## src/rtl/fifo_burst_reader_pkg.sv

```systemverilog
// Shared types and constants for the FIFO burst reader.
//   reader_state_t : burst FSM states
//   *_DEFAULT      : default parameter values for the reader
//   SKID_DEPTH     : skid buffer depth at the default LOG2_SKID
//   skid_depth()   : depth of a skid buffer from its log2 size
package fifo_burst_reader_pkg;

    localparam int unsigned WIDTH_DEFAULT     = 8;
    localparam int unsigned LEN_WIDTH_DEFAULT = 16;
    localparam int unsigned LOG2_SKID_DEFAULT = 2;
    localparam int unsigned SKID_DEPTH        = 2 ** LOG2_SKID_DEFAULT;

    typedef enum logic [1:0] {
        IDLE  = 2'd0,
        RUN   = 2'd1,
        DRAIN = 2'd2
    } reader_state_t;

    function automatic int unsigned skid_depth(input int unsigned log2_depth);
        return 32'd1 << log2_depth;
    endfunction

endpackage

```

## src/rtl/fifobram_interface.sv

```systemverilog
// Read-side connection to a BRAM FIFO.
//   re     : read enable (sink -> FIFO)
//   empty  : FIFO has no words
//   rvalid : rdata valid, one cycle after re
//   rdata  : read word
interface fifobram_interface #(
    parameter int unsigned WIDTH = 8
);
    logic             re;
    logic             empty;
    logic             rvalid;
    logic [WIDTH-1:0] rdata;

    modport fifo_sink (
        output re,
        input  empty,
        input  rvalid,
        input  rdata
    );

    modport fifo_source (
        input  re,
        output empty,
        output rvalid,
        output rdata
    );
endinterface

```

## src/rtl/fifo_burst_reader_skid_buffer.sv

```systemverilog
// Small circular buffer holding words read from the FIFO until downstream
// accepts them.
//   clk, rst_n  : clock, async active-low reset
//   push        : write push_data at the tail
//   pop         : drop the head word
//   head_data   : word at the head
//   occupancy   : number of stored words (0..2**LOG2_SKID)
module skid_buffer #(
    parameter int unsigned WIDTH     = 8,
    parameter int unsigned LOG2_SKID = 2
) (
    input  logic                 clk,
    input  logic                 rst_n,
    input  logic                 push,
    input  logic [WIDTH-1:0]     push_data,
    input  logic                 pop,
    output logic [WIDTH-1:0]     head_data,
    output logic [LOG2_SKID:0]   occupancy
);

    localparam int unsigned DEPTH = 2 ** LOG2_SKID;

    logic [WIDTH-1:0]     mem_q [DEPTH];
    logic [LOG2_SKID-1:0] wr_ptr_q, wr_ptr_d;
    logic [LOG2_SKID-1:0] rd_ptr_q, rd_ptr_d;
    logic [LOG2_SKID:0]   occ_q, occ_d;
    logic                 do_push, do_pop;

    // Pointer and occupancy update; a full buffer only accepts a push alongside a pop
    always_comb begin
        do_pop   = pop && (occ_q != '0);
        do_push  = push && ((occ_q != (LOG2_SKID + 1)'(DEPTH)) || do_pop);
        wr_ptr_d = wr_ptr_q;
        rd_ptr_d = rd_ptr_q;
        occ_d    = occ_q;
        if (do_push) wr_ptr_d = wr_ptr_q + (LOG2_SKID)'(1);
        if (do_pop)  rd_ptr_d = rd_ptr_q + (LOG2_SKID)'(1);
        case ({do_push, do_pop})
            2'b10:   occ_d = occ_q + (LOG2_SKID + 1)'(1);
            2'b01:   occ_d = occ_q - (LOG2_SKID + 1)'(1);
            default: occ_d = occ_q;
        endcase
    end

    always_ff @(posedge clk or negedge rst_n) begin
        if (!rst_n) begin
            wr_ptr_q <= '0;
            rd_ptr_q <= '0;
            occ_q    <= '0;
        end else begin
            wr_ptr_q <= wr_ptr_d;
            rd_ptr_q <= rd_ptr_d;
            occ_q    <= occ_d;
        end
    end

    // Storage needs no reset; occupancy gates every read of it
    always_ff @(posedge clk) begin
        if (do_push) mem_q[wr_ptr_q] <= push_data;
    end

    assign head_data = mem_q[rd_ptr_q];
    assign occupancy = occ_q;

endmodule

```

## src/rtl/fifo_burst_reader.sv

```systemverilog
// Drains exactly `length` words per command from a BRAM FIFO and presents
// them as a valid/ready stream with a last marker.
//   clk, reset         : clock, async active-low reset
//   start, length      : command strobe (IDLE only) and burst length
//   busy, done, error  : command in progress, end-of-burst pulse, sticky
//                        unexpected-rvalid flag
//   access             : FIFO read port (re, empty, rvalid, rdata)
//   out_valid/out_data/out_last/out_ready : output stream
module fifo_burst_reader
    import fifo_burst_reader_pkg::*;
#(
    parameter int unsigned WIDTH     = WIDTH_DEFAULT,
    parameter int unsigned LEN_WIDTH = LEN_WIDTH_DEFAULT,
    parameter int unsigned LOG2_SKID = LOG2_SKID_DEFAULT
) (
    input  logic                 clk,
    input  logic                 reset,
    input  logic                 start,
    input  logic [LEN_WIDTH-1:0] length,
    output logic                 busy,
    output logic                 done,
    output logic                 error,
    fifobram_interface.fifo_sink access,
    output logic                 out_valid,
    output logic [WIDTH-1:0]     out_data,
    output logic                 out_last,
    input  logic                 out_ready
);

    localparam int unsigned DEPTH = skid_depth(LOG2_SKID);
    localparam int unsigned CW    = LOG2_SKID + 2;

    reader_state_t        state_q, state_d;
    logic [LEN_WIDTH-1:0] len_q, len_d;
    logic [LEN_WIDTH-1:0] issued_q, issued_d;
    logic [LEN_WIDTH-1:0] delivered_q, delivered_d;
    logic                 inflight_q, inflight_d;
    logic                 busy_q, busy_d;
    logic                 done_q, done_d;
    logic                 error_q, error_d;

    logic                 re_c, push_c, pop_c, credit_ok_c;
    logic [LOG2_SKID:0]   occupancy;

    skid_buffer #(
        .WIDTH     (WIDTH),
        .LOG2_SKID (LOG2_SKID)
    ) u_skid (
        .clk       (clk),
        .rst_n     (reset),
        .push      (push_c),
        .push_data (access.rdata),
        .pop       (pop_c),
        .head_data (out_data),
        .occupancy (occupancy)
    );

    // Read issue: a read is only launched if its word is guaranteed a skid slot
    always_comb begin
        credit_ok_c = (CW'(occupancy) + CW'(inflight_q)) < CW'(DEPTH);
        re_c        = (state_q == RUN) && !access.empty
                      && (issued_q != len_q) && credit_ok_c;
        push_c      = access.rvalid && inflight_q;
        pop_c       = out_valid && out_ready;
    end

    // Burst FSM and counters
    always_comb begin
        state_d     = state_q;
        len_d       = len_q;
        issued_d    = issued_q;
        delivered_d = delivered_q;
        inflight_d  = re_c;
        busy_d      = busy_q;
        done_d      = 1'b0;
        error_d     = error_q | (access.rvalid & ~inflight_q);

        if (pop_c) delivered_d = delivered_q + LEN_WIDTH'(1);

        unique case (state_q)
            IDLE: begin
                if (start) begin
                    if (length != '0) begin
                        len_d       = length;
                        issued_d    = '0;
                        delivered_d = '0;
                        busy_d      = 1'b1;
                        state_d     = RUN;
                    end else begin
                        done_d = 1'b1;
                    end
                end
            end
            RUN: begin
                if (re_c) issued_d = issued_q + LEN_WIDTH'(1);
                if (issued_d == len_q) state_d = DRAIN;
            end
            DRAIN: begin
                // Finish in the cycle of the final handshake so done follows it directly
                if (delivered_d == len_q) begin
                    done_d  = 1'b1;
                    busy_d  = 1'b0;
                    state_d = IDLE;
                end
            end
            default: state_d = IDLE;
        endcase
    end

    always_ff @(posedge clk or negedge reset) begin
        if (!reset) begin
            state_q     <= IDLE;
            len_q       <= '0;
            issued_q    <= '0;
            delivered_q <= '0;
            inflight_q  <= 1'b0;
            busy_q      <= 1'b0;
            done_q      <= 1'b0;
            error_q     <= 1'b0;
        end else begin
            state_q     <= state_d;
            len_q       <= len_d;
            issued_q    <= issued_d;
            delivered_q <= delivered_d;
            inflight_q  <= inflight_d;
            busy_q      <= busy_d;
            done_q      <= done_d;
            error_q     <= error_d;
        end
    end

    assign access.re = re_c;
    assign busy      = busy_q;
    assign done      = done_q;
    assign error     = error_q;
    assign out_valid = (occupancy != '0);
    assign out_last  = out_valid && (delivered_q == (len_q - LEN_WIDTH'(1)));

endmodule

```

## src/flat_wrapper.sv

```systemverilog
// flat-port wrapper written by rule: the top's interface ports become plain ports
module fifo_burst_reader_flat import fifo_burst_reader_pkg::*;
#(
    parameter int unsigned WIDTH     = WIDTH_DEFAULT,
    parameter int unsigned LEN_WIDTH = LEN_WIDTH_DEFAULT,
    parameter int unsigned LOG2_SKID = LOG2_SKID_DEFAULT
)
  (clk, reset, start, length, busy, done, error, out_valid, out_data, out_last, out_ready, access_re, access_empty, access_rvalid, access_rdata);
  fifobram_interface #(.WIDTH(WIDTH)) access_i ();
  input  logic clk;
  input  logic reset;
  input  logic start;
  input  logic [LEN_WIDTH-1:0] length;
  output logic busy;
  output logic done;
  output logic error;
  output logic out_valid;
  output logic [WIDTH-1:0] out_data;
  output logic out_last;
  input  logic out_ready;
  output wire logic [$bits(access_i.re)-1:0] access_re;
  input wire logic [$bits(access_i.empty)-1:0] access_empty;
  input wire logic [$bits(access_i.rvalid)-1:0] access_rvalid;
  input wire logic [$bits(access_i.rdata)-1:0] access_rdata;
  assign access_re = access_i.re;
  assign access_i.empty = access_empty;
  assign access_i.rvalid = access_rvalid;
  assign access_i.rdata = access_rdata;
  fifo_burst_reader #(.WIDTH(WIDTH), .LEN_WIDTH(LEN_WIDTH), .LOG2_SKID(LOG2_SKID)) u_core (.clk(clk), .reset(reset), .start(start), .length(length), .busy(busy), .done(done), .error(error), .access(access_i), .out_valid(out_valid), .out_data(out_data), .out_last(out_last), .out_ready(out_ready));
endmodule
```

## config.mk

```make
export PLATFORM = sky130hd
export DESIGN_NAME = fifo_burst_reader_flat
export DESIGN_NICKNAME = d
export VERILOG_FILES = /design/src/rtl/fifo_burst_reader_pkg.sv /design/src/rtl/fifobram_interface.sv /design/src/rtl/fifo_burst_reader_skid_buffer.sv /design/src/rtl/fifo_burst_reader.sv /design/src/flat_wrapper.sv
export SDC_FILE = /design/constraint.sdc
export NUM_CORES = 1
export LEC_CHECK = 0
export CAP_MARGIN = 0
export CORE_MARGIN = 2
export CORE_UTILIZATION = 61
export CTS_BUF_LIST = sky130_fd_sc_hd__clkbuf_8
export DETAILED_ROUTE_END_ITERATION = 10
export PLACE_DENSITY = 0.83
export SLEW_MARGIN = 20
export SYNTH_ARGS = -nofsm -noshare
export SYNTH_HDL_FRONTEND = slang
export SYNTH_HIERARCHICAL = 1
export SYNTH_SLANG_ARGS = --single-unit
```

## constraint.sdc

```tcl
create_clock -name clk -period 4.15 [get_ports clk]
set_input_delay 0.6225 -clock clk [delete_from_list [all_inputs] [get_ports clk]]
set_output_delay 0.6225 -clock clk [all_outputs]
set_load 0.01 [all_outputs]
```

==> impl_results.md <==
* Via count at approximately 4200
* Inserted Clock Buffers at 9
* Setup violators final at 0
* CTS Buffer Depth at 2
* Width of the die at 100 um
* DRT iter0 DRCs at 242
* Fin nets at approximately 600
* Synth Flop Type: dfrtp_1
* Num Clock Sinks at 93
* Top post-synthesis cells by area: dfrtp_1, edfxtp_1, xnor2_1
* WP buf/inv at 1
* Dpl cells at around 670
* Final hold vios at 0
* Routability cong. at 0.993
* Clock skew at roughly 0.011 ns
* Final ANT Viol Nets at 0
* Worst-path clk slew at about 0.10 ns
* Drc violations at 0
* GRT Total Usage at 0.261
* DP HPWL at 9.13 mm
* DRT Wirelength at 12.4 mm
* Final Non-Filler Cells at 687
* Initial Util at 0.620
* Setup TNS at 0 ns
* Die Y at 100 um
* Top Ports at 44
* Ant diodes at 0
* Hold buffer count at CTS at 0
* Seq/Total Area, Yosys at 0.440
* Max-Cap Viols at 0
* CTS H-tree lvls at 3
* Levels on crit path at 8
* Worst rel slew slack at 0.381
* Top cells by count, synth: dfrtp_1, nor2_1, xnor2_1
* Avg Cell Area, Syn at around 10 sq um
* Routed vias/inst at 6.16
* Initial antenna violation count at 0
* Largest net degree at the start of global routing at 46
* FF-to-FF Start: u_core/u_skid/occupancy[1]
* FP Rows at 35
* Critical path's slowest cell: a2111oi_0
* Pleak at 2.41 nW
* # Post-CTS Setup Buffers at 0
* Fraction of layout cells with a size suffix above 1 at 0.108
* Mapped Area at between 5000 and 6000 sq um
* Crit path max fanout at 7
* Worst slew pin tran at 0.929 ns
* Status: finished, final reports clean
* Worst EP arrival at roughly 3.2 ns
* Crit path max-delay family: compound AO/OA/AOI/OAI gates
* Post-cts sizing count at 0
* Core region area at 9110 sq um
* Most numerous cell in the Yosys netlist: dfrtp_1
* Synth cell types at 79
* Critical Path Source: u_core/len_q[3]
* RSZ-0062 raised after global routing: false
* Worst Setup Start Kind: register
* Syn_nets at 586
* Max Clock Freq at between 200 and 300 MHz
* Die area at 10000 sq um
* Hold_ws at 0.367 ns
* Post-synth top area share at 0.270
* EDFF count, synth at 32
* Crit path required time at roughly 3.5 ns
* Critical path class: reg -> out
* Clk_lat worst skew at 0.38 ns
* First-pass GRT wire length at about 20 mm
* Root buf cell: clkbuf_8
* Peak VDD IR at 0.000295 V
* Most frequent CP cell: xnor2_1
* CP Cell Sequence: xnor2_1 -> xnor2_1 -> nor3_1 -> a31oi_1 -> a2111oi_0 -> nand4_1 -> a21oi_1 -> clkdlybuf4s50_1
* Max Slew Vio Count at 0
* Vias in the first global route at 4192
* Syn Inst Count at 548
* R2R depth at 8
* Max incr delay on CP at 0.61 ns
* Worst Hold Class: in -> async
* Grt total ovfl at 0
* CTS tree: built
* Synth Register Bits at 93
* YS warnings at 6
* DR WL/cell at 18.1 um
* P&R area growth vs syn at 10.4%
* Area leader, netlist: dfrtp_1
* 1st-pass router iterations at 4
* Post-route minimum period at 3.80 ns
* Power per cell area at 603 nW/um^2
* Fin crit share at 0.917
* Port Buffers at 43
* FFs w/ async S/R, synth at 0.656
* Critical Path Sink Type: output port
final cells by class:
type	instances	area [sq um]
multi-input cells	406	2910
fillers	683	2870
flip-flops and latches	93	2490
repair buffers	48	463
well taps	111	139
clock buffers	9	124
clock inverters	7	62.6
inverters	13	48.8
final timing paths:
| kind | to | slack (ns) |
|---|---|---|
| min in group clk | u_core/error | 0.47 |
| hold / removal | u_core/delivered_q[6] | 0.37 |
| setup / recovery | out_last | 0.35 |
| setup reg to reg | u_core/busy | 0.87 |
| hold reg to reg | u_core/error | 0.47 |
| max in group asynchronous | u_core/len_q[9] | 2.95 |
power breakdown:
group / leakage [nW] / switching [W] / internal (W)
combinational: 1.25 / 0.000787 / 0.000841
clock: 0.0936 / 0.000358 / 0.000233
sequential: 1.07 / 0.000395 / 0.00115
placed cells by master, fill, tap and decap left out, types with 11 or more instances in the layout:
cell             count
a21oi_1             20
and2_1              13
clkdlybuf4s50_1     42
dfrtp_1             61
edfxtp_1            32
inv_1               12
mux2_2              12
nand2_1             37
nand3_1             20
nand4_1             11
nor2_1              46
o21ai_0             23
xnor2_1             38
xor2_1              36
sequential cells by signal, summed over array words and instances (netlist names), 2 cells and up:
register,cells
u_core/len_q,16
u_core/u_skid/occupancy,3
u_core/delivered_q,16
u_core/u_skid/rd_ptr_q,2
u_core/issued_q,16
u_core/u_skid/wr_ptr_q,2
u_core/u_skid/mem_q,32
u_core/state_q,2
metal layers:
metal,global-route usage,vias to the layer above,part of all wire
met5,0,-,0
met4,0.0896,0,0.015
met3,0.0369,19,0.057
met2,0.453,144,0.49
met1,0.337,2053,0.43
li1,-,2019,-
metrics by stage:
stage | power [W] | util | area (sq um) | setup slack [ns]
after floorplan | 0.00273 | - | 5650 | 1.17
after global placement | 0.00308 | 0.664 | 6050 | 0.457
after detailed placement | 0.00316 | 0.664 | 6050 | 0.354
after CTS | 0.00375 | 0.685 | 6240 | 0.360
after global routing | 0.00401 | 0.685 | 6240 | 0.0780
final | 0.00376 | 0.685 | 6240 | 0.345
logic make-up (layout without fill, tap and decap cells):
logic type,after synthesis,in the layout,share of synthesized area
buffers and inverters,49,77,0.0452
and+or+nand+nor,205,205,0.197
xor gates and xnor gates,75,75,0.120
DFF,93,93,0.440
muxes,28,28,0.0731
AOI/OAI and AO/OA,90,90,0.106
adders and majority gates,8,8,0.0190
(Power assumes the default switching activity.)
